--- src/rtl/cordic_req_sched_pkg.sv ---
// Shared definitions for the CORDIC request scheduler.
// Word widths, initial vector and FSM state encoding.
package cordic_defs;

  localparam int unsigned ANG_W = 18;
  localparam int unsigned DW    = 16;

  localparam logic [15:0] X_INIT = 16'h4000;
  localparam logic [15:0] Y_INIT = 16'h0000;

  typedef enum logic [1:0] {
    IDLE = 2'd0,
    WAIT = 2'd1,
    DONE = 2'd2
  } state_t;

endpackage

--- src/rtl/cordic_req_sched_rr_arb2.sv ---
// Two-way round-robin arbiter, purely combinational.
// The prio input names the requester that wins a tie.
module rr_arb2 (
  input  logic valid0,
  input  logic valid1,
  input  logic prio,
  input  logic en,
  output logic ready0,
  output logic ready1,
  output logic grant
);

  assign ready0 = en && (!prio || !valid1);
  assign ready1 = en && (prio || !valid0);
  assign grant  = valid1 && ready1;

endmodule

--- src/rtl/cordic_req_sched.sv ---
// Arbitrates angle requests into the CORDIC datapath and
// returns the settled cos/sin with the source tag.
module cordic_req_sched #(
  parameter int unsigned     ANG_W  = cordic_defs::ANG_W,
  parameter int unsigned     DW     = cordic_defs::DW,
  parameter int              SETTLE = 2,
  parameter logic [DW-1:0]   X_INIT = DW'(cordic_defs::X_INIT)
) (
  input  logic             clk,
  input  logic             rst_n,
  input  logic             req0_valid,
  output logic             req0_ready,
  input  logic [ANG_W-1:0] req0_angle,
  input  logic             req1_valid,
  output logic             req1_ready,
  input  logic [ANG_W-1:0] req1_angle,
  output logic [ANG_W-1:0] dp_angle,
  output logic [DW-1:0]    dp_x,
  output logic [DW-1:0]    dp_y,
  input  logic [DW-1:0]    dp_xout,
  input  logic [DW-1:0]    dp_yout,
  output logic             res_valid,
  input  logic             res_ready,
  output logic [DW-1:0]    res_cos,
  output logic [DW-1:0]    res_sin,
  output logic             res_src,
  output logic             busy
);

  import cordic_defs::*;

  localparam int CW = $clog2(SETTLE) + 1;

  if (SETTLE < 1) begin : g_settle_chk
    $error("SETTLE must be >= 1");
  end

  state_t        state;
  state_t        state_nx;
  logic          prio;
  logic          src;
  logic [CW-1:0] cnt;
  logic          idle;
  logic          grant;
  logic          accept;

  assign idle = (state == IDLE);
  assign busy = !idle;

  rr_arb2 u_arb (
    .valid0 (req0_valid),
    .valid1 (req1_valid),
    .prio   (prio),
    .en     (idle),
    .ready0 (req0_ready),
    .ready1 (req1_ready),
    .grant  (grant)
  );

  assign accept = (req0_valid && req0_ready)
               || (req1_valid && req1_ready);

  always_comb begin
    state_nx = state;
    unique case (state)
      IDLE:    if (accept)      state_nx = WAIT;
      WAIT:    if (cnt == '0)   state_nx = DONE;
      DONE:    if (res_ready)   state_nx = IDLE;
      default:                  state_nx = IDLE;
    endcase
  end

  always_ff @(posedge clk or negedge rst_n) begin
    if (!rst_n) state <= IDLE;
    else        state <= state_nx;
  end

  always_ff @(posedge clk or negedge rst_n) begin
    if (!rst_n) begin
      dp_angle  <= '0;
      dp_x      <= '0;
      dp_y      <= '0;
      src       <= 1'b0;
      prio      <= 1'b0;
      cnt       <= '0;
      res_valid <= 1'b0;
      res_cos   <= '0;
      res_sin   <= '0;
      res_src   <= 1'b0;
    end else begin
      if (idle && accept) begin
        dp_angle <= grant ? req1_angle : req0_angle;
        dp_x     <= X_INIT;
        dp_y     <= DW'(Y_INIT);
        src      <= grant;
        cnt      <= CW'(SETTLE - 1);
        prio     <= ~grant;
      end
      // dp_xout/dp_yout are only trusted once the settle time has elapsed
      if (state == WAIT) begin
        if (cnt == '0) begin
          res_cos   <= dp_xout;
          res_sin   <= dp_yout;
          res_src   <= src;
          res_valid <= 1'b1;
        end else begin
          cnt <= cnt - CW'(1);
        end
      end
      if (state == DONE && res_ready) res_valid <= 1'b0;
    end
  end

endmodule

--- config.mk ---
export PLATFORM = sky130hd
export DESIGN_NAME = cordic_req_sched
export DESIGN_NICKNAME = d
export VERILOG_FILES = /design/src/rtl/cordic_req_sched_pkg.sv /design/src/rtl/cordic_req_sched_rr_arb2.sv /design/src/rtl/cordic_req_sched.sv
export SDC_FILE = /design/constraint.sdc
export NUM_CORES = 1
export LEC_CHECK = 0
export CAP_MARGIN = 25
export CORE_ASPECT_RATIO = 1.25
export CORE_MARGIN = 2
export CORE_UTILIZATION = 41
export CTS_CLUSTER_SIZE = 40
export DETAILED_ROUTE_END_ITERATION = 8
export GPL_TIMING_DRIVEN = 0
export PLACE_DENSITY = 0.86
export SYNTH_ARGS = -nofsm -noshare
export SYNTH_HDL_FRONTEND = slang
export SYNTH_HIERARCHICAL = 1
export SYNTH_SLANG_ARGS = --single-unit
--- constraint.sdc ---
create_clock -name clk -period 5.1 [get_ports clk]
set_input_delay 0.51 -clock clk [delete_from_list [all_inputs] [get_ports clk]]
set_output_delay 0.51 -clock clk [all_outputs]
set_load 0.05 [all_outputs]
# After elaboration in Yosys (flattened, before gate mapping)
# Cells that the tools add are included.
dict set report classes {
  n_addsub 1
  mul 0
  n_div 0
  magnitude_cmp 0
  n_eq_ne 5
  n_shift 0
  muxes 11
  n_bitwise 1
  n_reduce_logical 20
}
# cell n
set op_table {}
lappend op_table {{$mux 18} 1}
lappend op_table {{$mux 2} 6}
lappend op_table {{$logic_and 1x1->1} 6}
lappend op_table {{$pmux 2 s3} 1}
lappend op_table {{$logic_not 1->1} 4}
lappend op_table {{$logic_not 2->1} 2}
lappend op_table {{$ne 2x1->1 const B} 2}
lappend op_table {{$reduce_and 2->1} 2}
lappend op_table {{$reduce_bool 2->1} 2}
lappend op_table {{$logic_or 1x1->1} 3}
lappend op_table {{$mux 1} 3}
lappend op_table {{$reduce_and 3->1} 1}
lappend op_table {{$eq 2x1->1 const B} 1}
lappend op_table {{$eq 2x2->1 const B} 1}
lappend op_table {{$ne 2x2->1 const B} 1}
lappend op_table {{$sub 2x1->2 const B} 1}
lappend op_table {{$not 1->1} 1}
dict set report word_totals {
  reg_bits 59
  latchBits 0
  mem_bits_rw 0
  rom_bits 0
  inputBits 73
  output_inout_bits 87
  wordCells 48
  mem_count 0
}

# Logic depth before layout (Yosys ltp)
# Gate-level depths: netlist of the first run.
dict set report logic_depth {
  depth_word 9
  mapped_depth 8
  mapped_depth_nobuf 6
}

# Cells and area by module
# Netlist of the first run, hierarchy kept.
# module n_inst cells_each area_per_inst_um2 seq_area_each_um2
set modules_own_cells {}
lappend modules_own_cells {cordic_req_sched 1 209 2658.8 1476.4}
lappend modules_own_cells {rr_arb2 1 4 26.3 0.0}

# Least setup slack after synthesis of the first run
# Ideal clock, no wire load.
dict set report synth_timing {
  path_type {register -> register}
  from {register state[0]}
  to {register dp_angle[10]}
  setup_ps 133
  arrival_ps 2799
  setup_slack_ps 2168
  stages_incl_launch_ff 9
  path_cell_list {dfrtp_1 or2_1 inv_2 a21boi_0 a22oi_1 clkbuf_1 clkbuf_1 o21ai_0 o21ai_0}
}
dict set report synth_via {
  elab_chain_len 5
}
# element line
set synth_rtl {}
lappend synth_rtl {{start: declaration} cordic_req_sched.sv:38} ;# state_t state;
lappend synth_rtl {{start signal: assignment} cordic_req_sched.sv:75} ;# else state <= state_nx;
lappend synth_rtl {{$logic_not 2->1} cordic_req_sched.sv:47} ;# assign idle = (state == IDLE);
lappend synth_rtl {{net idle} cordic_req_sched.sv:43} ;# logic idle;
lappend synth_rtl {{$logic_and 1x1->1} cordic_req_sched_rr_arb2.sv:13} ;# assign ready0 = en && (!prio || !valid1);
lappend synth_rtl {{net req0_ready} cordic_req_sched.sv:12} ;# output logic req0_ready,
lappend synth_rtl {{$logic_and 1x1->1} cordic_req_sched.sv:60} ;# assign accept = (req0_valid && req0_ready)
lappend synth_rtl {{$logic_or 1x1->1} cordic_req_sched.sv:61} ;# || (req1_valid && req1_ready);
lappend synth_rtl {{$logic_and 1x1->1} cordic_req_sched.sv:91} ;# if (idle && accept) begin
lappend synth_rtl {{end signal: assignment} cordic_req_sched.sv:92} ;# dp_angle <= grant ? req1_angle : req0_angle;
lappend synth_rtl {{end: declaration} cordic_req_sched.sv:17} ;# output logic [ANG_W-1:0] dp_angle,
# The timed path passes the listed nets, and every way through them passes these cells.
# A chain may end at the register's enable or synchronous reset.

# Worst setup path after layout of the first run
dict set report layout_timing {
  from {register state[0]}
  to {output req0_ready}
}
dict set report layout_via {
  elab_chain_len 2
}
# element line
set layout_rtl {}
lappend layout_rtl {{$logic_not 2->1} cordic_req_sched.sv:47}
lappend layout_rtl {{net idle} cordic_req_sched.sv:43}
lappend layout_rtl {{$logic_and 1x1->1} cordic_req_sched_rr_arb2.sv:13}
lappend layout_rtl {{end: declaration} cordic_req_sched.sv:12}
# The timed path passes the listed nets, and every way through them passes these cells.

==> results of run 1 <==
## cells in the mapped netlist (all sizes together)
cell type	number	area (µm²)
nor3	1	16.3
a21o	1	7.51
nor3b	1	7.51
or2	2	12.5
a21boi	1	7.51
inv	1	3.75
o21ai	39	195
o211a	1	10.0
nor2b	1	6.26
nand2	1	3.75
conb	1	3.75
nand2b	4	32.5
mux2i	18	180
nand3b	1	7.51
and2	1	6.26
buf	36	277
a22oi	2	15.0
dfrtp	59	1480
and3	1	6.26
a21oi	1	5.00
clkbuf	6	22.5
mux2	34	383
## flip-flops by register name, indices dropped and copies added, names as in the netlist
name / count
src: 1
res_valid: 1
res_src: 1
prio: 1
res_sin: 16
state: 2
dp_angle: 18
dp_x: 1
res_cos: 16
cnt: 2
## layout make-up
cell class / count / area [µm²] / share of cell area (%)
buffer: 42 / 299 / 6.81
clock buffer: 14 / 153 / 3.48
clock inverter: 2 / 35.0 / 0.798
inverter: 1 / 3.75 / 0.0855
multi-input combinational: 141 / 1020 / 23.2
sequential: 59 / 1480 / 33.6
tap: 87 / 109 / 2.48
timing repair buffer: 129 / 1300 / 29.5
## power groups by stage
| stage | clock network (mW) | registers, mW | logic [mW] |
|---|---|---|---|
| 2_1_floorplan | 0 | 1.54 | 0.597 |
| 3_3_place_gp | 0 | 0.812 | 1.93 |
| 3_5_place_dp | 0 | 0.828 | 1.96 |
| 4_1_cts | 0.424 | 0.823 | 1.96 |
| 5_1_grt | 0.444 | 0.850 | 2.05 |
| 6_report | 0.413 | 0.821 | 1.94 |
## how the worst min path moves through the flow
stage                                    to  slack, ns  cells past startpoint
floorplan                  cnt[0]$_DFF_PN0_       0.21                      0
global placement       dp_x[14]$_DFFE_PN0P_       0.45                      1
detailed placement     dp_x[14]$_DFFE_PN0P_       0.45                      1
CTS                 dp_angle[8]$_DFFE_PN0P_       0.24                      1
global route        dp_angle[8]$_DFFE_PN0P_       0.26                      1
finish              dp_angle[8]$_DFFE_PN0P_       0.22                      1
## routing by layer
layer	track usage (%)	up-vias
li1	-	1021
met5	0	-
met4	7.27	0
met2	31.1	98
met1	20.0	1008
met3	6.98	7
## kinds of logic (layout without fill, tap and decap cells)
| family | count (synthesis) | after routing |
|---|---|---|
| AO/OA/AOI/OAI | 45 | 45 |
| buffers and inverters | 43 | 188 |
| AND/OR/NAND/NOR | 13 | 13 |
| other | 1 | 31 |
| flip-flops | 59 | 59 |
| multiplexers | 52 | 52 |
==> run_results.csv, run 1 <==
group,metric,value,unit
grt,grt_pass1_vias,2149,
setup_path,arrival,2.21,ns
pwr,combPwrFrac,61.1,%
setup_path,worstSetupPathDepth,4,
sta,finClkSkew,0.00906,ns
pwr,switching_share,48.0,%
setup_path,crit_required,4.59,ns
sta,max_freq,0.368,GHz
setup_path,crit_chain,"or2_1, inv_2, a21boi_0, clkdlybuf4s50_1",
routing,topRoutingLayerUsed,"met4",
routing,antenna_left,0,
setup_path,max_stage_delay,0.86,ns
clock_tree,clk_pin_slew_worst_paths,0.07,ns
yosys,avgSynthCellArea,12.6,µm²
flow_run,maxCapViolCount,0,
grt,grt_use_total,18.0,%
clock_tree,cts_setup_buffers,0,
placement,post-place-cells,459,
grt,grt_overflow_total,0,
yosys,synth_top_family_by_area,"multiplexers",
floorplanning,fp.dieH,94.5,µm
placement,placed_area,4200,µm²
final_layout,final_area,4390,µm²
sta,hold_ws,0.217,ns
floorplanning,die_x,76.4,µm
sta,setup_slack,2.38,ns
pwr,p_seq_share,25.9,%
pwr,p_clk_share,13.0,%
yosys,yosysUniqueCellTypes,28,
clock_tree,cts_sinks,59,
pwr,leakagePower,1.91,nW
grt,grt_pass1_wl,10200,µm
pwr,power,3.18,mW
clock_tree,postCtsHoldBufs,0,
clock_tree,clockBufferDepth,2,
floorplanning,fp.coreArea,6440,µm²
yosys,syn_inst,213,
final_layout,fin_cells,475,
pwr,p_sw,1.52,mW
sta,finalCriticalPeriod,2.72,ns
yosys,synth-seq-area-share,55.0,%
setup_path,critPathLaunch,"state[0]$_DFFE_PN0P_",
sta,worst_slew_pin_slew,0.707,ns
routing,drt-initial-drc-count,73,
setup_path,ff2ff_setup_slack,3.03,ns
routing,avgViaCountPerCell,4.49,
grt,antenna_found_initial,0,
floorplanning,io-pin-count,160,
final_layout,num-fill-cells,497,
setup_path,end_kind,"primary output",
placement,hpwl,4870,µm
final_layout,diodes,0,
setup_path,timing.rr.start,"state[0]$_DFFE_PN0P_",
pwr,ir_drop,411,µV
yosys,yosys_warnings,6,
yosys,synth_area,2690,µm²
floorplanning,start_util,41.7,%
clock_tree,h-tree-depth,3,
sta,slew_headroom,52.9,%
routing,num_vias,2134,
pwr,p_int,1.65,mW
final_layout,nNetsFinal,456,
placement,gp_congestion,0.751,
yosys,synth_mux_area_share,21.0,%
sta,rsz0062_at_grt,"no",
clock_tree,ctsResizeCount,0,
grt,grt_max_degree,31,
setup_path,critPathBufInv,2,
sta,setup_tns,0,ns
routing,wl_met1,2400,µm
sta,slew_viol_final,0,
clock_tree,cts_tree,"yes",
final_layout,final_cell_mix,"clkdlybuf4s50_1 (127), dfrtp_1 (59), o21ai_0 (38), mux2_2 (33)",
final_layout,syn_to_final_growth,63.5,%
routing,dr.pass1.iters,6,
setup_path,startpoint_type,"register",
setup_path,critPathTopFamily,"buffers and inverters",
setup_path,reg2regPathDepth,8,
run_status,status,"finished clean",
clock_tree,cts_made_buffers,9,
clock_tree,insertion_delay,0.33,ns
sta,setup_viol,0,
routing,wl_met3,563,µm
clock_tree,cts_root_buffer,"clkbuf_8",
yosys,synth-xor-area-share,0,%
setup_path,path_class,"reg -> out",
min_path,hold_class,"in -> async",
placement,numPortBuffers,128,
final_layout,drive_above_1_share,22.4,%
yosys,synthSimpleGateAreaFrac,3.68,%
routing,wirelength,6320,µm
floorplanning,die_area,7220,µm²
final_layout,fin_util,68.2,%
yosys,synth_compound_area_share,8.95,%
routing,route.detailed.drc,0,
final_layout,final_common_cell,"clkdlybuf4s50_1",
routing,route.met2.wl,3280,µm
routing,wl_per_cell,13.3,µm
setup_path,crit_fanout,5,
placement,place_ws,2.54,ns
yosys,ys_seq_elements,59,
yosys,synthAdderAreaFrac,0,%
sta,finalCritPeriodShare,53.3,%
sta,hold_viol,0,
setup_path,crit_end,"req0_ready",
setup_path,rr_endpoint,"dp_angle[16]$_DFFE_PN0P_",
floorplanning,rows,33,
pwr,p_per_area,723,nW/µm²
setup_path,worst_path_max_delay_cell,"clkdlybuf4s50_1",
(Power assumes the default switching activity.)
==> inputs of run 2 (changes only) <==
CORE_UTILIZATION = 38   (was 41)
PLACE_DENSITY = 0.8   (was 0.86)
clock period = 2.65 ns   (was 5.1 ns; I/O delays follow)
==> run 2 against run 1 <==
The flow now finishes with violations (negative hold slack). Clock skew barely moved. Combinational power up 93%. Power grew 93%. Sequential share of layout area shrank 0.076 points. Count of clock-buffer cells in the layout down 3. First-iteration DRC count is 12% lower. Critical path type unchanged. Sequential cell count unchanged. Die area is 7.5% higher. Largest cell class unchanged. Non-clock buffer count unchanged. Register-to-register slack worse by 2.5 ns. Core utilization fell by 4.3 points. Cell count is 0.63% higher.
==> run_results.csv, run 2 (synthesis results as in run 1) <==
group,metric,value,unit
final_layout,reg_top3,"dp_angle: 18 flops, res_cos: 16 flops, res_sin: 16 flops",
clock_tree,cts_made_buffers,9,
placement,post-place-cells,462,
final_layout,drive_above_1_share,23.2,%
sta,hold_viol,8,
pwr,combPwrFrac,61.2,%
clock_tree,ctsResizeCount,0,
placement,gp_congestion,0.715,
grt,antenna_found_initial,0,
final_layout,diodes,0,
routing,drt-initial-drc-count,64,
sta,setup_slack,0.168,ns
routing,wirelength,6380,µm
grt,grt_use_total,16.9,%
pwr,ir_drop,710,µV
clock_tree,insertion_delay,0.32,ns
setup_path,startpoint_type,"register",
final_layout,fin_cells,478,
clock_tree,clk_pin_slew_worst_paths,0.07,ns
sta,setup_tns,0,ns
clock_tree,cts_tree,"yes",
grt,grt_pass1_wl,10400,µm
final_layout,final_cell_mix,"clkdlybuf4s50_1 (127), dfrtp_1 (59), o21ai_0 (38), mux2_2 (33)",
grt,grt_pass1_vias,2264,
final_layout,syn_to_final_growth,63.9,%
setup_path,crit_required,2.38,ns
pwr,p_int,3.18,mW
run_status,status,"finished with violations",
flow_run,maxCapViolCount,0,
sta,finalCriticalPeriod,2.48,ns
setup_path,end_kind,"primary output",
routing,wl_per_cell,13.3,µm
setup_path,worst_path_max_delay_cell,"clkdlybuf4s50_1",
floorplanning,die_area,7760,µm²
setup_path,crit_fanout,5,
sta,worst_slew_pin_slew,0.712,ns
routing,avgViaCountPerCell,4.47,
grt,grt_overflow_total,0,
sta,rsz0062_at_grt,"no",
final_layout,regMostFlops,"dp_angle",
sta,hold_ws,-0.0107,ns
setup_path,path_class,"reg -> out",
pwr,p_per_area,1390,nW/µm²
min_path,hold_class,"in -> async",
sta,max_freq,0.403,GHz
clock_tree,cts_sinks,59,
sta,slew_viol_final,0,
pwr,p_sw,2.94,mW
routing,num_vias,2135,
final_layout,final_area,4400,µm²
sta,finClkSkew,0.00880,ns
routing,route.detailed.drc,0,
clock_tree,clockBufferDepth,2,
setup_path,arrival,2.22,ns
floorplanning,die_x,79.2,µm
placement,numPortBuffers,128,
clock_tree,postCtsHoldBufs,0,
final_layout,fin_util,63.9,%
final_layout,nNetsFinal,456,
routing,dr.pass1.iters,4,
grt,grt_max_degree,32,
floorplanning,fp.dieH,98.0,µm
pwr,leakagePower,1.92,nW
final_layout,largest_register_ffs,18,
setup_path,max_stage_delay,0.85,ns
pwr,power,6.12,mW
sta,setup_viol,0,
clock_tree,cts_root_buffer,"clkbuf_8",
clock_tree,h-tree-depth,3,
floorplanning,rows,34,
floorplanning,fp.coreArea,6890,µm²
run_status,failed_checks,"negative hold slack",
floorplanning,io-pin-count,160,
floorplanning,start_util,39.0,%
pwr,switching_share,48.1,%
pwr,p_clk_share,13.1,%
routing,antenna_left,0,
placement,place_ws,0.458,ns
pwr,p_seq_share,25.8,%
sta,slew_headroom,52.5,%
clock_tree,cts_setup_buffers,0,
final_layout,final_common_cell,"clkdlybuf4s50_1",
placement,placed_area,4210,µm²
setup_path,crit_chain,"or2_1, inv_2, a21boi_1, clkdlybuf4s50_1",
sta,finalCritPeriodShare,93.7,%
placement,hpwl,5020,µm
[run 2: cell types whose count changed in the layout (fill, tap and decap cells not counted), sizes merged]
cell      before  now
clkbuf        20   17
clkinv         1    3
clkinvlp       0    1
[run 2: per-layer routing]
metal | part of all wire (%) | global-route usage, % | vias up
met5 | 0 | 0 | -
met4 | 1.2 | 5.57 | 0
met3 | 9.0 | 7.30 | 8
met2 | 53 | 29.7 | 98
met1 | 37 | 18.0 | 1008
li1 | - | - | 1021
[run 2: worst paths after layout]
check	to	startpoint	slack (ns)	cells after the start
worst max-delay path	req0_ready	state[0]$_DFFE_PN0P_	0.17	4
worst min-delay path	dp_angle[9]$_DFFE_PN0P_	rst_n	-0.01	1
worst max register to register	dp_angle[15]$_DFFE_PN0P_	state[0]$_DFFE_PN0P_	0.55	8
worst min register to register	dp_x[14]$_DFFE_PN0P_	dp_x[14]$_DFFE_PN0P_	0.48	1
max in group asynchronous	cnt[1]$_DFF_PN0_	rst_n	2.05	2
min in group clk	dp_x[14]$_DFFE_PN0P_	dp_x[14]$_DFFE_PN0P_	0.48	1
[run 2: layout make-up]
cell class,count,area (µm²)
Clock inverter,5,52.6
Sequential cell,59,1480
Inverter,1,3.75
Clock buffer,11,141
Tap cell,90,113
Buffer,42,299
Multi-Input combinational cell,141,1020
Fill cell,576,2490
Timing Repair Buffer,129,1300
[run 2: worst max-delay path, delay by kind of cell, from the launching register on]
kind | cells | cell delay, ns
AO/OA/AOI/OAI | 1 | 0.25
buffers and inverters | 2 | 0.93
flip-flops | 1 | 0.43
AND/OR/NAND/NOR | 1 | 0.28
[run 2: power groups by stage]
| stage | logic [mW] | clock network [mW] | registers, mW |
|---|---|---|---|
| after floorplan | 1.15 | 0 | 2.97 |
| after global placement | 3.71 | 0 | 1.57 |
| after detailed placement | 3.77 | 0 | 1.60 |
| after CTS | 3.78 | 0.828 | 1.59 |
| after global routing | 3.94 | 0.873 | 1.64 |
| final | 3.74 | 0.798 | 1.58 |
